`config.mk`:
```
export PLATFORM = sky130hd
export DESIGN_NAME = alu_op_issuer
export DESIGN_NICKNAME = d
export VERILOG_FILES = /design/src/rtl/alu_op_issuer.sv
export SDC_FILE = /design/constraint.sdc
export NUM_CORES = 1
export LEC_CHECK = 0
export CORE_ASPECT_RATIO = 0.5
export CORE_MARGIN = 1.5
export CORE_UTILIZATION = 41
export CTS_CLUSTER_SIZE = 20
export DETAILED_ROUTE_END_ITERATION = 6
export PLACE_DENSITY = 0.75
export SETUP_SLACK_MARGIN = 0.2
export SKIP_CTS_REPAIR_TIMING = 1
export SLEW_MARGIN = 20
export SYNTH_ARGS = -nofsm -noshare
export SYNTH_HDL_FRONTEND = slang
export SYNTH_SLANG_ARGS = --single-unit
export TNS_END_PERCENT = 100
```
`constraint.sdc`:
```
create_clock -name clk -period 1.37 [get_ports clk]
set_input_delay 0.274 -clock clk [delete_from_list [all_inputs] [get_ports clk]]
set_output_delay 0.274 -clock clk [all_outputs]
set_load 0.01 [all_outputs]
```
`src/rtl/alu_op_issuer.sv`:
```
// -----------------------------------------------------------------------------
// alu_op_issuer
//
// Sequential initiator for a 2-bit combinational ALU. It accepts one operation
// command at a time and drives the ALU operand and opcode pins from registers.
// After SETTLE_CYCLES clock edges it samples the ALU result. SUB results are
// converted from offset binary to two's complement, and the result is returned
// over a valid/ready response channel.
//
// Parameters
//   SETTLE_CYCLES  clock edges between driving the ALU pins and sampling alu_y
//                  (legal range 1..15)
//
// Build option
//   ALU_CHECK_EN   when defined, a golden ALU model checks every sampled
//                  result. A mismatch raises rsp_err and latches err_sticky.
//                  When undefined, rsp_err and err_sticky are tied to 0.
//
// Ports
//   clk, rst_n                 clock (rising edge), async active-low reset
//   cmd_valid / cmd_ready      command handshake
//   cmd_op, cmd_a, cmd_b,      opcode (000 AND, 001 OR, 010 XOR, 011 NOT A,
//   cmd_cin                    100 ADD, 101 SUB, 110 MUL, 111 A>B), operands
//                              and carry-in
//   alu_a, alu_b, alu_cin,     registered drive to the ALU pins; these hold
//   alu_s                      the last accepted command
//   alu_y                      ALU result input
//   rsp_valid / rsp_ready      response handshake
//   rsp_op, rsp_y, rsp_neg     returned opcode, decoded result, SUB negative
//   rsp_err, err_sticky        checker mismatch and its latched OR
//   done_cnt                   completed responses (wraps 255 -> 0)
// -----------------------------------------------------------------------------
module alu_op_issuer #(
   parameter int unsigned SETTLE_CYCLES = 1
) (
   input  logic       clk,
   input  logic       rst_n,
   input  logic       cmd_valid,
   output logic       cmd_ready,
   input  logic [2:0] cmd_op,
   input  logic [1:0] cmd_a,
   input  logic [1:0] cmd_b,
   input  logic       cmd_cin,
   output logic [1:0] alu_a,
   output logic [1:0] alu_b,
   output logic       alu_cin,
   output logic [2:0] alu_s,
   input  logic [3:0] alu_y,
   output logic       rsp_valid,
   input  logic       rsp_ready,
   output logic [2:0] rsp_op,
   output logic [3:0] rsp_y,
   output logic       rsp_neg,
   output logic       rsp_err,
   output logic       err_sticky,
   output logic [7:0] done_cnt
);

   typedef enum logic [1:0] {
      ST_IDLE  = 2'd0,
      ST_DRIVE = 2'd1,
      ST_RESP  = 2'd2
   } state_t;

   localparam logic [2:0] OP_SUB   = 3'b101;
   // The counter is loaded with SETTLE_CYCLES-1 on acceptance. Sampling on the
   // edge where it reads 0 puts the sample exactly SETTLE_CYCLES edges later.
   localparam logic [3:0] CNT_LOAD = 4'(SETTLE_CYCLES - 1);

   state_t     state_q, state_d;
   logic [3:0] cnt_q, cnt_d;
   logic [1:0] alu_a_q, alu_a_d;
   logic [1:0] alu_b_q, alu_b_d;
   logic       alu_cin_q, alu_cin_d;
   logic [2:0] alu_s_q, alu_s_d;
   logic [2:0] rsp_op_q, rsp_op_d;
   logic [3:0] rsp_y_q, rsp_y_d;
   logic       rsp_neg_q, rsp_neg_d;
   logic       rsp_err_q, rsp_err_d;
   logic       err_sticky_q, err_sticky_d;
   logic [7:0] done_cnt_q, done_cnt_d;
   logic       chk_err;

   // The ALU returns SUB as A+Cin-B+8. Flipping bit 3 removes the +8 offset
   // and gives the signed difference (-3..+4) in 4-bit two's complement.
   function automatic logic signed [3:0] sub_to_twos(input logic [3:0] y_offset);
      return $signed(y_offset ^ 4'b1000);
   endfunction

   function automatic logic [3:0] decode_y(input logic [2:0] op, input logic [3:0] y);
      logic [3:0] r;
      if (op == OP_SUB) begin
         r = sub_to_twos(y);
      end else begin
         r = y;
      end
      return r;
   endfunction

   // In offset binary, bit 3 clear means the difference is below zero.
   function automatic logic decode_neg(input logic [2:0] op, input logic [3:0] y);
      return (op == OP_SUB) && !y[3];
   endfunction

`ifdef ALU_CHECK_EN
   // Reference ALU. It uses the same output encoding as the real ALU: SUB in
   // offset binary, A>B as {000, flag}, and logic ops zero-extended.
   function automatic logic [3:0] golden_y(input logic [2:0] s, input logic [1:0] a,
                                           input logic [1:0] b, input logic cin);
      logic [3:0] r;
      case (s)
         3'b000:  r = {2'b00, a & b};
         3'b001:  r = {2'b00, a | b};
         3'b010:  r = {2'b00, a ^ b};
         3'b011:  r = {2'b00, ~a};
         3'b100:  r = {2'b00, a} + {2'b00, b} + {3'b000, cin};
         3'b101:  r = {2'b00, a} + {3'b000, cin} - {2'b00, b} + 4'd8;
         3'b110:  r = {2'b00, a} * {2'b00, b};
         default: r = {3'b000, (a > b)};
      endcase
      return r;
   endfunction

   assign chk_err = (alu_y != golden_y(alu_s_q, alu_a_q, alu_b_q, alu_cin_q));
`else
   assign chk_err = 1'b0;
`endif

   always_comb begin
      state_d      = state_q;
      cnt_d        = cnt_q;
      alu_a_d      = alu_a_q;
      alu_b_d      = alu_b_q;
      alu_cin_d    = alu_cin_q;
      alu_s_d      = alu_s_q;
      rsp_op_d     = rsp_op_q;
      rsp_y_d      = rsp_y_q;
      rsp_neg_d    = rsp_neg_q;
      rsp_err_d    = rsp_err_q;
      err_sticky_d = err_sticky_q;
      done_cnt_d   = done_cnt_q;

      case (state_q)
         ST_IDLE: begin
            if (cmd_valid) begin
               alu_a_d   = cmd_a;
               alu_b_d   = cmd_b;
               alu_cin_d = cmd_cin;
               alu_s_d   = cmd_op;
               cnt_d     = CNT_LOAD;
               state_d   = ST_DRIVE;
            end
         end
         ST_DRIVE: begin
            if (cnt_q == 4'd0) begin
               rsp_op_d     = alu_s_q;
               rsp_y_d      = decode_y(alu_s_q, alu_y);
               rsp_neg_d    = decode_neg(alu_s_q, alu_y);
               rsp_err_d    = chk_err;
               err_sticky_d = err_sticky_q | chk_err;
               state_d      = ST_RESP;
            end else begin
               cnt_d = cnt_q - 4'd1;
            end
         end
         ST_RESP: begin
            // The rsp_* registers are not written here, so they stay stable
            // under backpressure.
            if (rsp_ready) begin
               done_cnt_d = done_cnt_q + 8'd1;
               state_d    = ST_IDLE;
            end
         end
         default: begin
            state_d = ST_IDLE;
         end
      endcase
   end

   always_ff @(posedge clk or negedge rst_n) begin
      if (!rst_n) begin
         state_q      <= ST_IDLE;
         cnt_q        <= 4'd0;
         alu_a_q      <= 2'd0;
         alu_b_q      <= 2'd0;
         alu_cin_q    <= 1'b0;
         alu_s_q      <= 3'd0;
         rsp_op_q     <= 3'd0;
         rsp_y_q      <= 4'd0;
         rsp_neg_q    <= 1'b0;
         rsp_err_q    <= 1'b0;
         err_sticky_q <= 1'b0;
         done_cnt_q   <= 8'd0;
      end else begin
         state_q      <= state_d;
         cnt_q        <= cnt_d;
         alu_a_q      <= alu_a_d;
         alu_b_q      <= alu_b_d;
         alu_cin_q    <= alu_cin_d;
         alu_s_q      <= alu_s_d;
         rsp_op_q     <= rsp_op_d;
         rsp_y_q      <= rsp_y_d;
         rsp_neg_q    <= rsp_neg_d;
         rsp_err_q    <= rsp_err_d;
         err_sticky_q <= err_sticky_d;
         done_cnt_q   <= done_cnt_d;
      end
   end

   assign cmd_ready  = (state_q == ST_IDLE);
   assign rsp_valid  = (state_q == ST_RESP);
   assign alu_a      = alu_a_q;
   assign alu_b      = alu_b_q;
   assign alu_cin    = alu_cin_q;
   assign alu_s      = alu_s_q;
   assign rsp_op     = rsp_op_q;
   assign rsp_y      = rsp_y_q;
   assign rsp_neg    = rsp_neg_q;
   assign rsp_err    = rsp_err_q;
   assign err_sticky = err_sticky_q;
   assign done_cnt   = done_cnt_q;

endmodule

```
* After elaboration in Yosys (flattened, before gate mapping) *
Cells that the tools add are included.

storage, ports and cells
  memories kept = 0
  input bits = 16
  logic and storage cells = 38
  memory bits (writable) = 0
  latch bits = 0
  ROM bits = 0
  output and inout bits = 28
  register bits = 30

cells by class
  reduce and logical (&&, ||, !) cells = 10
  $mul = 0
  shift-type cells = 0
  equality and inequality tests = 7
  $lt $le $gt $ge = 0
  bitwise logic cells = 1
  add/subtract/negate cells = 2
  multiplexer cells = 8
  div/mod/pow operators = 0

operators by type and width
  operator             number
  $mux 4               3
  $add 8x1->8 const B  1
  $pmux 4 s2           1
  $mux 2               3
  $ne 2x2->1 const B   3
  $pmux 2 s3           1
  $reduce_and 2->1     3
  $reduce_and 3->1     2
  $logic_not 4->1      1
  $sub 4x1->4 const B  1
  $eq 3x3->1 const B   1
  $eq 2x1->1 const B   1
  $eq 2x2->1 const B   1
  $logic_not 2->1      1
  $ne 2x1->1 const B   1
  $reduce_bool 2->1    1
  $logic_and 1x1->1    1
  $logic_not 1->1      1
  $not 1->1            1

* Longest topological paths before layout *
Gate-level depths: netlist of run 1.

  depth after elaboration = 3
  mapped depth = 5
  gate-level depth less buffers = 5

* Worst setup path before layout of run 1 *
No wires, ideal clock.

  kind = reg-to-reg
  from = register cnt_q[0]
  to = register rsp_neg_q (netlist: rsp_neg)
  clock period less this slack = 1.506 ns
  path buffers = 0
  stages on the path, launching flop included = 6
  data required time = 1.245 ns
  arrival = 1.382 ns
  slack = -0.136 ns
  cells stage by stage = dfrtp_1 -> inv_1 -> ha_1 -> nor3b_1 -> nand2_1 -> mux2_2

between the ends
  longest elaborated chain between the ends = 2

ends and longest elaborated chain
  item                        RTL line  text
  from (decl)                 71        logic [3:0] cnt_q, cnt_d;
  from (signal assigned)      196       cnt_q <= cnt_d;
  $logic_not 4->1             155       if (cnt_q == 4'd0) begin
  $reduce_and 2->1 (no line)  n/a
  to (signal assigned)        203       rsp_neg_q <= rsp_neg_d;
  to (decl)                   78        logic rsp_neg_q, rsp_neg_d;

Every way passes these cells.
A chain may end at the register's enable or synchronous reset.

* Worst setup path in the final report of run 1 *
  from = register cnt_q[1]
  to = register rsp_y_q[2] (netlist: rsp_y[2])

between the ends
  longest elaborated chain between the ends = 2

ends and longest elaborated chain
  item                        RTL line  text
  $logic_not 4->1             155
  $reduce_and 2->1 (no line)  n/a
  to (signal assigned)        202       rsp_y_q <= rsp_y_d;
  to (decl)                   77        logic [3:0] rsp_y_q, rsp_y_d;

Every way passes these cells.

==> impl_metrics.env, run 1 <==
export IMPL_setup_viol=19
export IMPL_reg2reg_depth=5
export IMPL_vias=1113
export IMPL_cp_slowest_cell="dfrtp_1"
export IMPL_port_buffers=41
export IMPL_cts_buffers=5
export IMPL_grt_pass1_vias=981
export IMPL_h_tree_depth=2
export IMPL_antenna_found_initial=0
export IMPL_final_cell_mix="dfrtp_1 (30), buf_4 (25), dlymetal6s2s_1 (22)"
export IMPL_synthDistinctLibCells=26
export IMPL_drt_total_wl_mm=3.68
export IMPL_path_max_fanout=4
export IMPL_finalWeightedCongestion=0.805
export IMPL_fin_util_pct=78.4
export IMPL_grt_start_max_net_pins=31
export IMPL_worst_path_stages=5
export IMPL_status="finished, violations left"
export IMPL_finalCriticalPeriod_ps=1520
export IMPL_io_pins=44
export IMPL_wl_per_cell_um=16.2
export IMPL_hold_path_depth=2
export IMPL_r2r_start="cnt_q[1]"
export IMPL_hold_viol_final=0
export IMPL_overflow=0
export IMPL_maxCapViolCount=0
export IMPL_ant_nets=0
export IMPL_diodes=0
export IMPL_worstSetupEndpointType="register"
export IMPL_area_delta_synth_final_pct=78.0
export IMPL_netlist_area_mm2=0.00136
export IMPL_routed_via_density=4.90
export IMPL_drive_gt1_share_pct=50.8
export IMPL_yosysWarnings=0
export IMPL_fin_cells=227
export IMPL_cp_cell_sequence="inv_2 -> ha_4 -> nor3b_4 -> nand2_2 -> mux2_4"
export IMPL_failed_checks="negative setup slack"
export IMPL_tritoncts="done"
export IMPL_max_stage_delay_ps=390
export IMPL_avgSynthCellArea_um2=12.8
export IMPL_clock_path_buffers=2
export IMPL_clock_latency_ps=280
export IMPL_clk_pin_slew_ps=60
export IMPL_rows=14
export IMPL_yosysTopAreaCell="dfrtp_1"
export IMPL_crit_path_start_kind="register"
export IMPL_drtPass1Iterations=4
export IMPL_core_area_mm2=0.00308
export IMPL_hold_end="state_q[1]"
export IMPL_drc=0
export IMPL_hp_start="rsp_ready"
export IMPL_ys_seq_area_share_pct=55.2
export IMPL_yosys_top_cells_area="dfrtp_1 (55%), mux2_2 (8.3%), mux2_4 (7.7%), ha_1 (3.7%), xor2_1 (2.6%)"
export IMPL_chipHeight_um=43.7
export IMPL_power_density_mw_per_mm2=2160
export IMPL_min_path_type="input pin to register"
export IMPL_timing_rr_end="rsp_y[2]"
export IMPL_finalCritPeriodShare_pct=111
export IMPL_synth_ff_type="dfrtp_1"
export IMPL_drt_iter0_drc=63
export IMPL_setup_slack_ps=-148
export IMPL_postSynthCellCount=106
export IMPL_cts_root_buffer="clkbuf_8"
export IMPL_start_util_pct=44.1
export IMPL_crit_buf_inv=1
export IMPL_synth_top_area_share_pct=55.2
export IMPL_nets=208
export IMPL_ir_worst_vdd_mv=1.13
export IMPL_synth_enable_flop_cells=0
export IMPL_holdWs_ps=304
export IMPL_crit_required_ps=1540
export IMPL_critPathArrivalTime_ps=1680
export IMPL_synth_async_reset_ratio_pct=100
export IMPL_clock_fmax_mhz=659
export IMPL_drv_slew=0
export IMPL_fin_skew_ps=7.73
export IMPL_grt_usage_pct=16.7
export IMPL_grt_pass1_wl_mm=4.49
export IMPL_hpwl_mm=1.94
export IMPL_die_w_um=84.4
export IMPL_reg2reg_slack_ps=-150
export IMPL_grt_setup_unrepaired="true"
export IMPL_critPathTopFamily="simple AND/OR/NAND/NOR gates"
export IMPL_fin_tns_setup_ps=-1450
export IMPL_clock_sinks=30
export IMPL_dp_cells=202
export IMPL_ys_ff_latch=30
export IMPL_critical_path_class="register to register"
export IMPL_die_area_mm2=0.00369
export IMPL_final_common_cell="dfrtp_1"
export IMPL_cellLeakagePower_nw=1.45
## cells in the mapped netlist, types with 2 or more instances
master / number
buf_4: 2
buf_6: 2
dfrtp_1: 30
ha_1: 4
inv_1: 5
mux2_2: 10
mux2_4: 7
mux2i_1: 3
nand2_1: 9
nand3_1: 6
nand4_1: 2
nor2_1: 4
nor3_1: 4
xnor2_1: 3
xor2_1: 4
## worst max path at each step
stage,slack [ps],endpoint,start
global placement,-300,alu_cin,cmd_valid
CTS,-410,rsp_valid,state_q[0]
detailed placement,-320,alu_cin,cmd_valid
global route,-200,rsp_y[2],cnt_q[1]
floorplan,-40,alu_a[0],state_q[0]
finish,-150,rsp_y[2],cnt_q[1]
## metal layers
| layer | GRT usage [%] | vias up | share of wire, % | routed length, um |
|---|---|---|---|---|
| met5 | 0 | - | 0 | 0 |
| met4 | 8.71 | 0 | 1.4 | 52 |
| met2 | 27.2 | 27 | 51 | 1870 |
| met1 | 20.6 | 554 | 44 | 1630 |
| met3 | 5.14 | 7 | 3.6 | 132 |
| li1 | - | 525 | - | - |
## per-stage QoR
step,worst slack [ps],instance area [um^2],total power [mW]
after global routing,-202,2420,5.54
after CTS,-413,2040,4.54
final,-148,2420,5.24
after global placement,-301,1960,3.77
after detailed placement,-320,1960,3.82
after floorplan,-38.0,1390,2.71
## kinds of logic after synthesis
kind of cell,Yosys count,synth area share [%]
flops,30,55.2
xor+xnor,7,4.51
fa+ha+maj,4,3.68
mux,20,18.2
simple gates,32,12.3
other cells,1,0.276
buf+inv,9,4.14
compound gates,3,1.57
## area by class of cell
type	count	area, um^2
Fill cell	172	664
Multi-Input combinational cell	70	754
Tap cell	40	50.0
Clock buffer	6	82.6
Timing Repair Buffer	76	759
Inverter	5	21.3
Sequential cell	30	751
## flip-flops by register name, indices dropped and copies added (netlist names)
signal and flops:
cnt_q 4, done_cnt 8, rsp_y 4, rsp_neg 1
state_q 2, alu_s 3, alu_b 2, rsp_op 3
alu_a 2, alu_cin 1
## power breakdown
part	switching [mW]	internal [mW]	leakage [nW]	total (mW)
Combinational	1.21	1.80	1.03	3.01
Sequential	0.270	1.25	0.374	1.52
Clock	0.314	0.387	0.0431	0.701
Note: power is estimated with default switching activity, not from simulation.
==> inputs of run 2 (changes only) <==
--- a/config.mk
+++ b/config.mk
@@ -7,10 +7,11 @@
 export LEC_CHECK = 0
 export CORE_ASPECT_RATIO = 0.5
 export CORE_MARGIN = 1.5
-export CORE_UTILIZATION = 41
+export CORE_UTILIZATION = 42
+export CTS_BUF_LIST = sky130_fd_sc_hd__clkbuf_4 sky130_fd_sc_hd__clkbuf_8
 export CTS_CLUSTER_SIZE = 20
 export DETAILED_ROUTE_END_ITERATION = 6
-export PLACE_DENSITY = 0.75
+export PLACE_DENSITY = 0.77
 export SETUP_SLACK_MARGIN = 0.2
 export SKIP_CTS_REPAIR_TIMING = 1
 export SLEW_MARGIN = 20
==> impl_metrics.env, run 2 (synthesized netlist as in run 1, its figures left out) <==
export IMPL_status="finished, violations left"
export IMPL_failed_checks="negative setup slack"
export IMPL_fin_tns_setup_ps=-1490
export IMPL_hpwl_mm=1.95
export IMPL_wl_per_cell_um=17.5
export IMPL_critical_path_class="register to register"
export IMPL_largest_reg_flops=8
export IMPL_grt_usage_pct=17.3
export IMPL_max_stage_delay_ps=390
export IMPL_clockPowerShare_pct=21.0
export IMPL_dpl_cell_area_mm2=0.00194
export IMPL_power_density_mw_per_mm2=2310
export IMPL_multiInputGateArea_um2=723
export IMPL_drt_total_wl_mm=3.82
export IMPL_worst_path_stages=5
export IMPL_cts_buffers=5
export IMPL_core_area_mm2=0.00305
export IMPL_sequentialPowerShare_pct=29.2
export IMPL_fin_skew_ps=8.27
export IMPL_fin_util_pct=76.9
export IMPL_path_max_fanout=4
export IMPL_crit_path_start_kind="register"
export IMPL_finalCriticalPeriod_ps=1520
export IMPL_io_pins=44
export IMPL_diodes=0
export IMPL_regArea_um2=753
export IMPL_cp_cell_sequence="inv_2 -> ha_4 -> nor3b_4 -> nand2_2 -> mux2_2"
export IMPL_antenna_found_initial=0
export IMPL_design_area_mm2=0.00234
export IMPL_swShare_pct=33.3
export IMPL_pwr_share_comb_pct=49.8
export IMPL_nets=197
export IMPL_die_w_um=83.4
export IMPL_vias=1092
export IMPL_drtPass1Iterations=4
export IMPL_h_tree_depth=2
export IMPL_cellLeakagePower_nw=1.39
export IMPL_drive_gt1_share_pct=48.3
export IMPL_clock_path_buffers=2
export IMPL_fin_cells=218
export IMPL_routed_via_density=5.01
export IMPL_crit_required_ps=1550
export IMPL_grt_setup_unrepaired="true"
export IMPL_critPathTopFamily="simple AND/OR/NAND/NOR gates"
export IMPL_final_cell_mix="dfrtp_1 (28), dlymetal6s2s_1 (22), buf_4 (19)"
export IMPL_reg2reg_slack_ps=-150
export IMPL_reg2reg_depth=5
export IMPL_overflow=0
export IMPL_cp_slowest_cell="dfrtp_1"
export IMPL_clk_pin_slew_ps=70
export IMPL_clock_sinks=30
export IMPL_dp_cells=199
export IMPL_grt_pass1_vias=944
export IMPL_hold_viol_final=0
export IMPL_die_area_mm2=0.00361
export IMPL_holdWs_ps=334
export IMPL_grt_pass1_wl_mm=4.58
export IMPL_finalCritPeriodShare_pct=111
export IMPL_start_util_pct=44.6
export IMPL_power_internal_mw=3.61
export IMPL_crit_buf_inv=1
export IMPL_worstSetupEndpointType="register"
export IMPL_setup_slack_ps=-148
export IMPL_power_mw=5.42
export IMPL_finalWeightedCongestion=0.763
export IMPL_min_path_type="input pin to register"
export IMPL_critPathArrivalTime_ps=1690
export IMPL_cts_root_buffer="clkbuf_8"
export IMPL_grt_start_max_net_pins=31
export IMPL_rows=14
export IMPL_drv_slew=0
export IMPL_p_switching_mw=1.80
export IMPL_tritoncts="done"
export IMPL_final_common_cell="dfrtp_1"
export IMPL_ant_nets=0
export IMPL_drt_iter0_drc=47
export IMPL_maxCapViolCount=0
export IMPL_fillers=190
export IMPL_chipHeight_um=43.2
export IMPL_dp_slack_ps=-313
export IMPL_clock_fmax_mhz=659
export IMPL_clock_latency_ps=290
export IMPL_setup_viol=20
export IMPL_port_buffers=41
export IMPL_area_delta_synth_final_pct=72.6
export IMPL_hold_path_depth=2
export IMPL_ir_worst_vdd_mv=1.14
export IMPL_drc=0
-- run 2: cell types whose count changed in the layout (fill, tap and decap cells not counted), moves of 2 or more --
cell	before	now
buf_4	25	19
buf_6	9	5
bufinv_16	0	2
dfrtp_1	30	28
dfrtp_2	0	2
nor2_1	2	4
-- run 2: final timing paths --
path,end,from
worst max-delay path,rsp_op[0],cnt_q[0]
worst min-delay path,state_q[1],rsp_ready
worst max register to register,rsp_op[0],cnt_q[0]
worst min register to register,done_cnt[7],done_cnt[7]
max in group asynchronous,state_q[1],rst_n
min in group asynchronous,alu_s[2],rst_n
-- run 2: final cells by class --
type | instances | area share [%]
multi-input combinational | 70 | 30.8
sequential | 30 | 32.1
inverter | 5 | 0.907
clock inverter | 2 | 2.56
clock buffer | 6 | 3.52
tap | 40 | 2.13
timing repair buffer | 65 | 27.9
-- run 2: layer usage --
layer	share of wire (%)	routed length [um]	global-route usage, %
met5	0	0	0
met4	2.0	76	7.87
met3	3.4	128	4.67
met2	48	1820	27.2
met1	47	1800	22.8
-- run 2: power groups by stage --
stage / clock network (mW) / logic (mW) / registers (mW)
global placement: 0 / 2.16 / 1.54
detailed placement: 0 / 2.21 / 1.55
CTS: 1.15 / 2.22 / 1.55
floorplan: 0 / 1.05 / 1.65
finish: 1.14 / 2.70 / 1.58
global route: 1.18 / 2.88 / 1.62
